### src/rtl/alu_seq.sv
// Sequential ALU feeding the accumulator write path: one-cycle ADD/SUB/LSHIFT
// and a 16-iteration shift-add MULT with a start/busy/done handshake.
module alu_seq #(
  parameter int WIDTH = 16
) (
  input  logic             clk,
  input  logic             rst_n,
  input  logic             start,
  input  logic [2:0]       alu_op,
  input  logic [WIDTH-1:0] a,
  input  logic [WIDTH-1:0] b,
  output logic [WIDTH-1:0] result,
  output logic             z,
  output logic             cout,
  output logic             busy,
  output logic             done
);

  localparam logic [2:0] OP_ADD    = 3'd1;
  localparam logic [2:0] OP_SUB    = 3'd2;
  localparam logic [2:0] OP_MULT   = 3'd3;
  localparam logic [2:0] OP_LSHIFT = 3'd4;

  localparam int CNT_W = $clog2(WIDTH);
  localparam logic [CNT_W-1:0] CNT_LAST = CNT_W'(WIDTH - 1);

  typedef enum logic {IDLE, MUL} state_t;

  state_t           state_reg;
  logic [WIDTH-1:0] result_reg;
  logic             z_reg;
  logic             cout_reg;
  logic             busy_reg;
  logic             done_reg;
  logic [WIDTH-1:0] m_reg;
  logic [WIDTH-1:0] q_reg;
  logic [WIDTH-1:0] acc_reg;
  logic [CNT_W-1:0] cnt_reg;

  logic [WIDTH:0]   add_sum;
  logic [WIDTH:0]   sub_diff;
  logic [WIDTH-1:0] shl_val;
  logic [WIDTH-1:0] acc_next;

  // The extra top bit of the widened difference is the unsigned borrow.
  assign add_sum  = {1'b0, a} + {1'b0, b};
  assign sub_diff = {1'b0, a} - {1'b0, b};
  assign shl_val  = {a[WIDTH-2:0], 1'b0};
  assign acc_next = acc_reg + (q_reg[0] ? m_reg : '0);

  always_ff @(posedge clk or negedge rst_n) begin
    if (!rst_n) begin
      state_reg  <= IDLE;
      result_reg <= '0;
      z_reg      <= 1'b1;
      cout_reg   <= 1'b0;
      busy_reg   <= 1'b0;
      done_reg   <= 1'b0;
      m_reg      <= '0;
      q_reg      <= '0;
      acc_reg    <= '0;
      cnt_reg    <= '0;
    end else begin
      done_reg <= 1'b0;
      case (state_reg)
        IDLE: begin
          if (start) begin
            case (alu_op)
              OP_ADD: begin
                result_reg <= add_sum[WIDTH-1:0];
                z_reg      <= (add_sum[WIDTH-1:0] == '0);
                cout_reg   <= add_sum[WIDTH];
                done_reg   <= 1'b1;
              end
              OP_SUB: begin
                result_reg <= sub_diff[WIDTH-1:0];
                z_reg      <= (sub_diff[WIDTH-1:0] == '0);
                cout_reg   <= sub_diff[WIDTH];
                done_reg   <= 1'b1;
              end
              OP_LSHIFT: begin
                result_reg <= shl_val;
                z_reg      <= (shl_val == '0);
                cout_reg   <= a[WIDTH-1];
                done_reg   <= 1'b1;
              end
              OP_MULT: begin
                m_reg     <= a;
                q_reg     <= b;
                acc_reg   <= '0;
                cnt_reg   <= '0;
                busy_reg  <= 1'b1;
                state_reg <= MUL;
              end
              default: begin
                // NOP and reserved codes complete without touching the flags.
                done_reg <= 1'b1;
              end
            endcase
          end
        end
        MUL: begin
          acc_reg <= acc_next;
          m_reg   <= {m_reg[WIDTH-2:0], 1'b0};
          q_reg   <= {1'b0, q_reg[WIDTH-1:1]};
          cnt_reg <= cnt_reg + 1'b1;
          if (cnt_reg == CNT_LAST) begin
            result_reg <= acc_next;
            z_reg      <= (acc_next == '0);
            cout_reg   <= 1'b0;
            done_reg   <= 1'b1;
            busy_reg   <= 1'b0;
            state_reg  <= IDLE;
          end
        end
        default: state_reg <= IDLE;
      endcase
    end
  end

  assign result = result_reg;
  assign z      = z_reg;
  assign cout   = cout_reg;
  assign busy   = busy_reg;
  assign done   = done_reg;

endmodule

### config.mk
export PLATFORM = sky130hd
export DESIGN_NAME = alu_seq
export DESIGN_NICKNAME = d
export VERILOG_FILES = /design/src/rtl/alu_seq.sv
export SDC_FILE = /design/constraint.sdc
export NUM_CORES = 1
export LEC_CHECK = 0
export ABC_CLOCK_PERIOD_IN_PS = 3950
export BUFFER_PORTS_ARGS = -buffer_cell sky130_fd_sc_hd__buf_2
export CORE_MARGIN = 3
export CORE_UTILIZATION = 61
export CTS_CLUSTER_SIZE = 40
export DETAILED_ROUTE_END_ITERATION = 12
export PLACE_DENSITY = 0.82
export SYNTH_ARGS = -nofsm -noshare
export SYNTH_HDL_FRONTEND = slang
export SYNTH_SLANG_ARGS = --single-unit
### constraint.sdc
create_clock -name clk -period 3.95 [get_ports clk]
set_input_delay 0.395 -clock clk [delete_from_list [all_inputs] [get_ports clk]]
set_output_delay 0.395 -clock clk [all_outputs]
set_load 0.005 [all_outputs]
Word level (Yosys, flattened, before mapping)
Cells that the tools add are included.
W data, S select, Z words.
{ "op_classes": {"n_addsub": 4, "eq_ne": 9, "muxes": 36, "bitwise_logic": 1, "n_reduce_logical": 7} }
{ "op_table": {"columns": ["cell", "n"], "rows": [
  ["$mux W16", 9],
  ["$pmux W16 S2", 4],
  ["$logic_not A16 Y1", 4],
  ["$pmux W16 S3", 1],
  ["$add A16 B16 Y17", 1],
  ["$sub A16 B16 Y17", 1],
  ["$add A16 B16 Y16", 1],
  ["$mux W1", 12],
  ["$pmux W1 S2", 5],
  ["$mux W4", 2],
  ["$pmux W4 S2", 1],
  ["$eq A3 B2 Y1 const B", 2],
  ["$pmux W1 S3", 2],
  ["$reduce_and A3 Y1", 2],
  ["$add A4 B1 Y4 const B", 1],
  ["$eq A4 B4 Y1 const B", 1],
  ["$ne A2 B1 Y1 const B", 2],
  ["$ne A4 B1 Y1 const B", 1],
  ["$eq A3 B1 Y1 const B", 1],
  ["$eq A3 B3 Y1 const B", 1],
  ["$ne A2 B2 Y1 const B", 1],
  ["$reduce_and A2 Y1", 1],
  ["$not A1 Y1", 1]
]} }
{ "totals": {"reg_bits": 73, "output_inout_bits": 20, "elab_cells": 67} }

Longest topological paths before layout
Gate-level depths: netlist (run 1).
{ "depth": {"word_depth": 5, "ltp_mapped": 13} }

Worst setup path before layout (run 1)
No wires, ideal clock.
{ "synth_path": {"path_kind": "reg-to-reg", "from": "reg q_reg[0]", "to": "reg z_reg, in the netlist z", "setup_time_ns": 0.091, "t_arrival_ns": 3.359, "required_time_ns": 3.859, "slack_ns": 0.501, "path_stages_with_launch": 12, "synth_period_minus_slack_ns": 3.449, "path_cell_list": "dfrtp_1 -> and2_1 -> ha_1 -> fa_1 -> a21oi_2 -> o21bai_2 -> xor2_1 -> or4_1 -> or4_1 -> or4_1 -> or4_1 -> o31ai_1"} }
{ "synth_via": {"elab_chain_len": 5} }
{ "synth_rtl": {"columns": ["item", "line", "source"], "rows": [
  ["from (decl)", "36", "logic [WIDTH-1:0] q_reg;"],
  ["from (signal assigned)", "105", "q_reg <= {1'b0, q_reg[WIDTH-1:1]};"],
  ["$mux W16", "49", "assign acc_next = acc_reg + (q_reg[0] ? m_reg : '0);"],
  ["$add A16 B16 Y16", "49", null],
  ["$logic_not A16 Y1", "109", "z_reg <= (acc_next == '0);"],
  ["$mux W1", "107", "if (cnt_reg == CNT_LAST) begin"],
  ["$pmux W1 S2", "65", "case (state_reg)"],
  ["to (signal assigned)", "71", "z_reg <= (add_sum[WIDTH-1:0] == '0);"],
  ["to (signal assigned)", "77", "z_reg <= (sub_diff[WIDTH-1:0] == '0);"],
  ["to (signal assigned)", "109", null],
  ["to (decl)", "31", "logic z_reg;"]
]} }
Every way passes these cells. The select of a mux whose other input is x is not followed.
A chain may end at the register's enable or synchronous reset.

Worst setup path in the final report (run 1)
Ends and elaborated chain as after synthesis.

==> flow_metrics.py, run 1 <==
metrics = {
    "die": {
        "initial_core_util": 0.643,
        "rows": 35,
        "dieWidth_um": 106,
        "coreArea_mm2": 0.00946,
        "fp.dieArea_mm2": 0.0112,
        "die_h_um": 106,
        "ioPinCount": 58,
    },
    "setup_path": {
        "ff2ff_path_depth": 11,
        "critPathKind": "reg -> reg",
        "cp.arrival_ps": 3980,
        "start_kind": "flop",
        "cp-end-kind": "flop",
        "critPathMaxFanout": 15,
        "critPathRequiredTime_ps": 4220,
    },
    "drt": {
        "drt_iter0_drc": 586,
        "drt_wl_total_um": 18300,
        "via_per_inst": 6.49,
        "remaining_drc_errors": 0,
        "postRouteAntennaNets": 0,
        "num_vias": 6038,
        "drt_pass1_iterations": 6,
        "wl_per_cell_um": 19.6,
    },
    "sta": {
        "rsz0062_at_grt": "false",
        "relSlewSlack": 0.373,
        "max_slew.worst_pin.slew_ps": 941,
        "drv_slew": 0,
        "fin_tns_setup_ps": 0,
        "clock.fmax_ghz": 0.269,
        "setup_violations": 0,
        "post-route-min-period_ps": 3710,
        "hold_viol": 0,
        "final.period_utilization": 0.940,
        "fin_hold_ws_ps": 159,
        "clock_skew_ps": 14.3,
    },
    "power": {
        "ir_drop_uv": 289,
        "p_total_uw": 3260,
        "leakage_uw": 0.00306,
        "power_per_cell_area_mw_per_mm2": 489,
    },
    "logic_synthesis": {
        "synth_edf_count": 0,
        "syn-num-nets": 847,
        "ys_warn_count": 0,
        "postSynthCellCount": 757,
        "ys_ff_latch": 73,
        "synth-main-ff-cell": "dfrtp_1",
        "synth_area_mm2": 0.00608,
        "synth_cell_types": 68,
        "syn_avg_cell_area_um2": 8.04,
        "seq_area_frac_synth": 0.300,
        "ys_async_sr_fraction": 1.00,
    },
    "place": {
        "gp_congestion": 0.932,
        "dp_cells": 914,
        "port_buffers": 57,
        "dp_hpwl_um": 13700,
    },
    "clocking": {
        "cts_buffer_depth": 2,
        "post-cts-setup-buffers": 0,
        "clockRootBuffer": "clkbuf_8",
        "clkTransAtPathRegs_ps": 90,
        "cts_tree": "built",
        "h-tree-depth": 3,
        "numCtsBuffers": 9,
        "clk-insertion-delay-late_ps": 360,
        "cts_sinks": 73,
    },
    "job": {
        "drv_cap": 0,
    },
    "run_status": {
        "status": "completed",
    },
    "finish": {
        "drive_gt1_frac": 0.124,
        "areaGrowthSynthToFinish_pct": 9.56,
        "antenna_cells": 0,
        "final_util": 0.705,
        "fin_nets": 886,
        "instances_no_fill": 930,
    },
    "grt": {
        "grt_pass1_vias": 5819,
        "grt_usage": 0.333,
        "grt_overflow_total": 0,
        "grt_max_degree": 77,
        "grt_first_pass_wirelength_um": 29800,
        "grt_antenna_before_repair": 0,
    },
    "min_path": {
        "hold_class": "in -> async",
    },
}
[cell usage after synthesis (all sizes together), types with 3 or more instances]
library cell,number,share of area
nand2,98,0.060
o21ai,78,0.064
dfrtp,72,0.30
a21oi,59,0.049
nor2,51,0.031
ha,49,0.10
clkbuf,36,0.022
inv,34,0.021
xnor2,26,0.039
and2,19,0.020
mux2i,17,0.028
nor3,16,0.013
nand3,14,0.012
nand2b,12,0.012
nor2b,10,0.010
nor4,9,0.0093
xor2,9,0.013
a211oi,8,0.0099
o22ai,8,0.0082
or4,8,0.0099
a21o,7,0.0086
a22o,7,0.010
a31oi,7,0.0072
o21bai,7,0.0093
a221o,6,0.0099
o211ai,6,0.0074
o21a,6,0.0074
o221ai,6,0.0086
or3,5,0.0051
a221oi,4,0.0058
a22oi,4,0.0049
a31o,4,0.0058
buf,4,0.0027
nand4,4,0.0041
nor3b,4,0.0049
o31a,4,0.0058
fa,3,0.0099
nand3b,3,0.0037
[per-stage QoR]
step	area, µm²	worst slack (ps)
global route	6670	44.8
finish	6670	238
detailed placement	6470	294
floorplan	6080	501
CTS	6660	230
global placement	6470	376
[area by class of cell]
cell class | count | area [µm²]
Clock inverter | 7 | 61.3
Sequential cell | 73 | 1830
Inverter | 36 | 135
Multi-Input combinational cell | 608 | 3990
Fill cell | 828 | 2790
Clock buffer | 9 | 124
Tap cell | 129 | 161
Timing Repair Buffer | 68 | 370
[cells by family after synthesis]
kind of cell,share of synthesized area
and+or+nand+nor,0.202
AOI/OAI and AO/OA,0.256
buffers and inverters,0.0471
DFF,0.300
adders and majority gates,0.111
xor gates and xnor gates,0.0516
muxes,0.0317
[timing repair]
action / in CTS / in global routing
hold buffers: 0 / 0
setup endpoints to repair: 0 / 1
gates resized for setup: 0 / 2
[layout by cell type, fill, tap and decap left out, types with 3 or more instances in the layout]
cell	Yosys	routed
inv_1	34	34
xnor2_1	25	25
buf_4	0	12
dfrtp_1	72	71
nand3b_1	3	3
nand2b_1	12	12
o31a_1	4	4
a31o_2	4	4
mux2i_1	17	17
nand3_1	14	14
a221oi_1	4	4
clkbuf_8	0	9
nor3b_1	4	4
o22ai_1	8	8
a211oi_1	8	8
ha_1	49	49
o21a_1	6	6
o21bai_1	6	6
nor4_1	9	9
nor2_1	51	51
nand2_1	98	98
a21oi_1	58	58
nand4_1	4	4
o221ai_1	6	6
o21ai_0	76	76
or4_1	8	8
inv_6	0	3
a22o_1	6	6
o211ai_1	6	6
a31oi_1	7	7
and2_1	19	19
or3_1	5	5
a22oi_1	4	4
a21o_1	7	7
a221o_1	6	6
nor2b_1	10	10
buf_2	1	56
xor2_1	9	9
nor3_1	16	16
[power by group]
part / switching [µW] / internal (µW)
logic: 916 / 570
clock network: 344 / 240
registers: 183 / 1010
[path summary, 6_finish.rpt]
| path | start | slack (ps) | to |
|---|---|---|---|
| setup / recovery | q_reg[0] | 240 | z |
| hold / removal | rst_n | 160 | q_reg[6] |
| setup reg to reg | q_reg[0] | 240 | z |
| max in group asynchronous | rst_n | 3130 | state_reg |
| hold reg to reg | result[2] | 470 | result[2] |
| min in group clk | b[15] | 310 | q_reg[15] |
[critical path, stage by stage (launching register included)]
cell and delay, ps:
dfrtp_1 400, buf_4 180, and2_1 180, fa_2 390
a21oi_2 200, o21bai_2 90, xor2_1 180, or4_1 500
or4_1 430, or4_1 400, or4_1 430, o31ai_2 240
[metal layers]
layer / GRT usage / wire [µm] / vias to the layer above
li1: - / - / 2811
met1: 0.471 / 8080 / 2850
met2: 0.513 / 7980 / 321
met3: 0.0618 / 1620 / 56
met4: 0.115 / 592 / 0
met5: 0 / 0 / -
(Power assumes the default switching activity.)
==> run 2: changes to the inputs <==
--- a/config.mk
+++ b/config.mk
@@ -8,10 +8,9 @@
 export ABC_CLOCK_PERIOD_IN_PS = 3950
 export BUFFER_PORTS_ARGS = -buffer_cell sky130_fd_sc_hd__buf_2
 export CORE_MARGIN = 3
-export CORE_UTILIZATION = 61
+export CORE_UTILIZATION = 46
 export CTS_CLUSTER_SIZE = 40
 export DETAILED_ROUTE_END_ITERATION = 12
-export PLACE_DENSITY = 0.82
 export SYNTH_ARGS = -nofsm -noshare
 export SYNTH_HDL_FRONTEND = slang
 export SYNTH_SLANG_ARGS = --single-unit
==> run 2 against run 1 <==
Sequential power hardly changed. Critical path type unchanged. Highest routed layer unchanged. Worst hold slack gained 44 ps. Via count decreased by 2.0%.
==> flow_metrics.py, run 2 (synthesis results as in run 1) <==
metrics = {
    "power": {
        "p_total_uw": 3520,
        "leakage_uw": 0.00313,
        "ir_drop_uv": 263,
        "power_per_cell_area_mw_per_mm2": 514,
    },
    "clocking": {
        "cts_tree": "built",
        "h-tree-depth": 3,
        "cts_sinks": 73,
        "cts_buffer_depth": 2,
        "numCtsBuffers": 9,
        "clk-insertion-delay-late_ps": 350,
        "cts_hold_buf": 0,
        "clockRootBuffer": "clkbuf_16",
        "post-cts-setup-buffers": 0,
        "clkTransAtPathRegs_ps": 70,
        "post_cts_resized": 0,
    },
    "sta": {
        "hold_viol": 0,
        "clock_skew_ps": 9.41,
        "fin_tns_setup_ps": 0,
        "drv_slew": 0,
        "final.period_utilization": 0.945,
        "rsz0062_at_grt": "false",
        "setup_violations": 0,
        "relSlewSlack": 0.354,
        "post-route-min-period_ps": 3730,
        "max_slew.worst_pin.slew_ps": 969,
        "clock.fmax_ghz": 0.268,
    },
    "place": {
        "dp_cells": 959,
        "port_buffers": 57,
        "gp_congestion": 0.910,
        "dp_hpwl_um": 14200,
    },
    "setup_path": {
        "critPathMaxFanout": 3,
        "critPathMaxStageDelay_ps": 500,
        "critical_path_depth": 11,
        "cp-end-kind": "flop",
        "crit_family": "simple AND/OR/NAND/NOR gates",
        "cp.arrival_ps": 4000,
        "critPathRequiredTime_ps": 4220,
        "cpMostUsedCell": "or4_1",
        "path_buf_inv": 0,
        "ff2ff_path_depth": 11,
        "slowest_stage": "or4_1",
        "critPathKind": "reg -> reg",
        "worstPathCellList": "and2_1 > ha_1 > fa_1 > a21oi_2 > o21bai_2 > xor2_1 > or4_1 > or4_1 > or4_1 > or4_1 > o31ai_1",
        "start_kind": "flop",
    },
    "die": {
        "fp.dieArea_mm2": 0.0146,
        "ioPinCount": 58,
        "die_h_um": 121,
        "dieWidth_um": 121,
        "coreArea_mm2": 0.0128,
        "initial_core_util": 0.476,
        "rows": 41,
    },
    "drt": {
        "drt_pass1_iterations": 5,
        "postRouteAntennaNets": 0,
        "num_vias": 5918,
        "drt_iter0_drc": 614,
        "remaining_drc_errors": 0,
        "wl_per_cell_um": 19.1,
        "drt_wl_total_um": 18600,
        "via_per_inst": 6.07,
    },
    "grt": {
        "grt_max_degree": 74,
        "grt_overflow_total": 0,
        "grt_usage": 0.260,
        "grt_first_pass_wirelength_um": 30000,
        "grt_pass1_vias": 5569,
        "grt_antenna_before_repair": 0,
    },
    "job": {
        "drv_cap": 0,
    },
    "finish": {
        "final_common_cell": "nand2_1",
        "final_cell_mix": "nand2_1 (98), o21ai_0 (76), dfrtp_1 (71)",
        "areaGrowthSynthToFinish_pct": 12.5,
        "multi_input_area_mm2": 0.00398,
        "drive_gt1_frac": 0.123,
        "fillCellCount": 1244,
        "regArea_mm2": 0.00183,
        "antenna_cells": 0,
        "instances_no_fill": 975,
        "fin_nets": 888,
    },
    "min_path": {
        "hold_class": "in -> async",
    },
    "run_status": {
        "status": "completed",
    },
}
run 2: cell types whose count changed in the layout (fill, tap and decap cells not counted), sizes merged:
cell / change
clkinv: +3
inv: -3
buf: +2
clkinvlp: -2
bufinv: +1
clkbuf: +1
run 2: power by group:
part           leakage, µW  total, µW  switching [µW]  internal (µW)
Combinational      0.00202       1440             867            571
Sequential        0.000958       1220             215           1010
Clock             0.000153        861             352            509
Total              0.00313       3520            1430           2090
run 2: layer usage:
layer / global-route usage / wire length (µm) / vias to the layer above
li1: - / - / 2823
met1: 0.375 / 8690 / 2804
met2: 0.393 / 8070 / 252
met3: 0.0387 / 1310 / 39
met4: 0.0956 / 555 / 0
met5: 0 / 0 / -
run 2: worst register-to-register path: stages, from the launching register on:
cell	delay (ps)
dfrtp_1	400
and2_1	160
ha_1	210
fa_1	430
a21oi_2	190
o21bai_2	90
xor2_1	180
or4_1	500
or4_1	450
or4_1	400
or4_1	410
o31ai_1	240
run 2: layout make-up:
cell class                 instances  share of cell area
multi-input combinational        608               0.581
sequential                        73               0.267
timing repair buffer              70              0.0563
clock buffer                      10              0.0349
tap                              172              0.0314
inverter                          36              0.0197
clock inverter                     6             0.00968
run 2: metrics by stage:
stage,area [µm²],setup slack [ps],util,hold slack (ps)
2_1_floorplan,6080,501,-,99.4
3_3_place_gp,6540,351,0.512,448
3_5_place_dp,6540,238,0.512,457
4_1_cts,6850,207,0.536,246
5_1_grt,6850,21.4,0.536,277
6_report,6850,216,0.536,203
run 2: final timing paths:
| check | from | end | slack (ps) |
|---|---|---|---|
| setup / recovery | m_reg[0] | z | 220 |
| hold / removal | rst_n | q_reg[2] | 200 |
| setup reg to reg | m_reg[0] | z | 220 |
| hold reg to reg | result[5] | result[5] | 470 |
| max in group asynchronous | rst_n | state_reg | 3070 |
| min in group clk | b[15] | q_reg[15] | 320 |
==> run 3: changes to the inputs <==
--- a/config.mk
+++ b/config.mk
@@ -11,6 +11,7 @@
 export CORE_UTILIZATION = 46
 export CTS_CLUSTER_SIZE = 40
 export DETAILED_ROUTE_END_ITERATION = 12
+export REMOVE_ABC_BUFFERS = 1
 export SYNTH_ARGS = -nofsm -noshare
 export SYNTH_HDL_FRONTEND = slang
 export SYNTH_SLANG_ARGS = --single-unit
==> run 3 against run 2 <==
Critical path depth stayed put. Total power decreased by 2.2%. Clock skew about the same. Die area unchanged. Largest power group unchanged. Highest routed layer unchanged.
==> flow_metrics.py, run 3 (synthesis results as in run 1) <==
metrics = {
    "place": {
        "dp_hpwl_um": 13900,
        "dp_worst_setup_slack_ps": 260,
        "port_buffers": 57,
        "gp_congestion": 0.878,
    },
    "finish": {
        "antenna_cells": 0,
        "fillCellCount": 1230,
        "multi_input_area_mm2": 0.00398,
        "fin_nets": 887,
        "final_common_cell": "nand2_1",
        "final_util": 0.535,
        "drive_gt1_frac": 0.121,
        "areaGrowthSynthToFinish_pct": 12.3,
        "regArea_mm2": 0.00183,
        "final_cell_mix": "nand2_1 (98), o21ai_0 (76), dfrtp_1 (71)",
    },
    "power": {
        "leakage_uw": 0.00312,
        "ir_drop_uv": 177,
        "power_per_cell_area_mw_per_mm2": 504,
        "p_total_uw": 3440,
    },
    "setup_path": {
        "ff2ff_path_depth": 11,
        "cp.arrival_ps": 3940,
        "critPathMaxFanout": 4,
        "start_kind": "flop",
        "cp-end-kind": "flop",
        "critPathRequiredTime_ps": 4210,
        "critPathKind": "reg -> reg",
    },
    "drt": {
        "num_vias": 5727,
        "via_per_inst": 5.88,
        "postRouteAntennaNets": 0,
        "drt_pass1_iterations": 5,
        "wl_per_cell_um": 18.3,
        "drt_iter0_drc": 403,
        "drt_wl_total_um": 17800,
        "remaining_drc_errors": 0,
    },
    "die": {
        "dieWidth_um": 121,
        "coreArea_mm2": 0.0128,
        "rows": 41,
        "die_h_um": 121,
        "ioPinCount": 58,
        "initial_core_util": 0.476,
        "fp.dieArea_mm2": 0.0146,
    },
    "sta": {
        "hold_viol": 0,
        "finalWorstSetupSlack_ps": 271,
        "clock.fmax_ghz": 0.272,
        "clock_skew_ps": 9.39,
        "rsz0062_at_grt": "false",
        "max_slew.worst_pin.slew_ps": 949,
        "setup_violations": 0,
        "drv_slew": 0,
        "post-route-min-period_ps": 3680,
        "fin_tns_setup_ps": 0,
        "final.period_utilization": 0.931,
        "relSlewSlack": 0.367,
    },
    "clocking": {
        "post-cts-setup-buffers": 0,
        "cts_buffer_depth": 2,
        "clk-insertion-delay-late_ps": 350,
        "cts_tree": "built",
        "h-tree-depth": 3,
        "clockRootBuffer": "clkbuf_16",
        "post_cts_resized": 0,
        "numCtsBuffers": 9,
        "cts_hold_buf": 0,
        "cts_sinks": 73,
        "clkTransAtPathRegs_ps": 60,
    },
    "grt": {
        "grt_antenna_before_repair": 0,
        "grt_pass1_vias": 5732,
        "grt_first_pass_wirelength_um": 29200,
        "grt_overflow_total": 0,
        "grt_usage": 0.254,
        "grt_max_degree": 74,
    },
    "job": {
        "drv_cap": 0,
    },
    "run_status": {
        "status": "completed",
    },
    "min_path": {
        "hold_class": "in -> async",
    },
}
[run 3: cell count changes in the layout (fill, tap and decap cells not counted)]
cell and change:
buf_4 -1, clkbuf_1 +1, clkbuf_8 -1, clkinv_2 -1, clkinv_4 +1, clkinvlp_4 +1
inv_6 -1
[run 3: final timing paths]
| check | from | endpoint | slack [ps] |
|---|---|---|---|
| min reg2reg | result[5] | result[5] | 460 |
| min in group clk | b[15] | q_reg[15] | 320 |
| max | q_reg[0] | z | 270 |
| max reg2reg | q_reg[0] | z | 270 |
| max in group asynchronous | rst_n | state_reg | 3090 |
| min | rst_n | acc_reg[0] | 180 |
[run 3: area by class of cell]
type                    count  share of cell area
well taps                 172              0.0315
flip-flops and latches     73               0.268
multi-input cells         608               0.582
repair buffers             69              0.0553
inverters                  36              0.0198
clock buffers              10              0.0335
clock inverters             6              0.0101
[run 3: per-layer routing]
metal / up-vias / wire (µm) / track usage
li1: 2813 / - / -
met1: 2731 / 8240 / 0.341
met2: 153 / 8310 / 0.406
met3: 30 / 803 / 0.0522
met4: 0 / 457 / 0.0935
met5: - / 0 / 0
[run 3: power by group]
group / internal, µW / total [µW] / switching [µW] / leakage (µW)
Sequential: 1010 / 1230 / 221 / 0.000958
Clock: 491 / 823 / 332 / 0.000143
Combinational: 567 / 1390 / 823 / 0.00202
Total: 2060 / 3440 / 1380 / 0.00312
[run 3: worst max-delay path: stages (launching register included)]
cell and delay, ps:
dfrtp_1 400, and2_1 150, ha_1 200, fa_1 420, a21oi_2 190, o21bai_2 90
xor2_1 170, or4_1 480, or4_1 450, or4_1 390, or4_1 420, o31ai_1 240
[run 3: through the flow]
step / instances / cell area (µm²) / hold WS [ps]
after floorplan: 717 / 5930 / 99.4
after global placement: 958 / 6540 / 446
after detailed placement: 958 / 6540 / 459
after CTS: 974 / 6830 / 235
after global routing: 974 / 6830 / 266
final: 974 / 6830 / 181
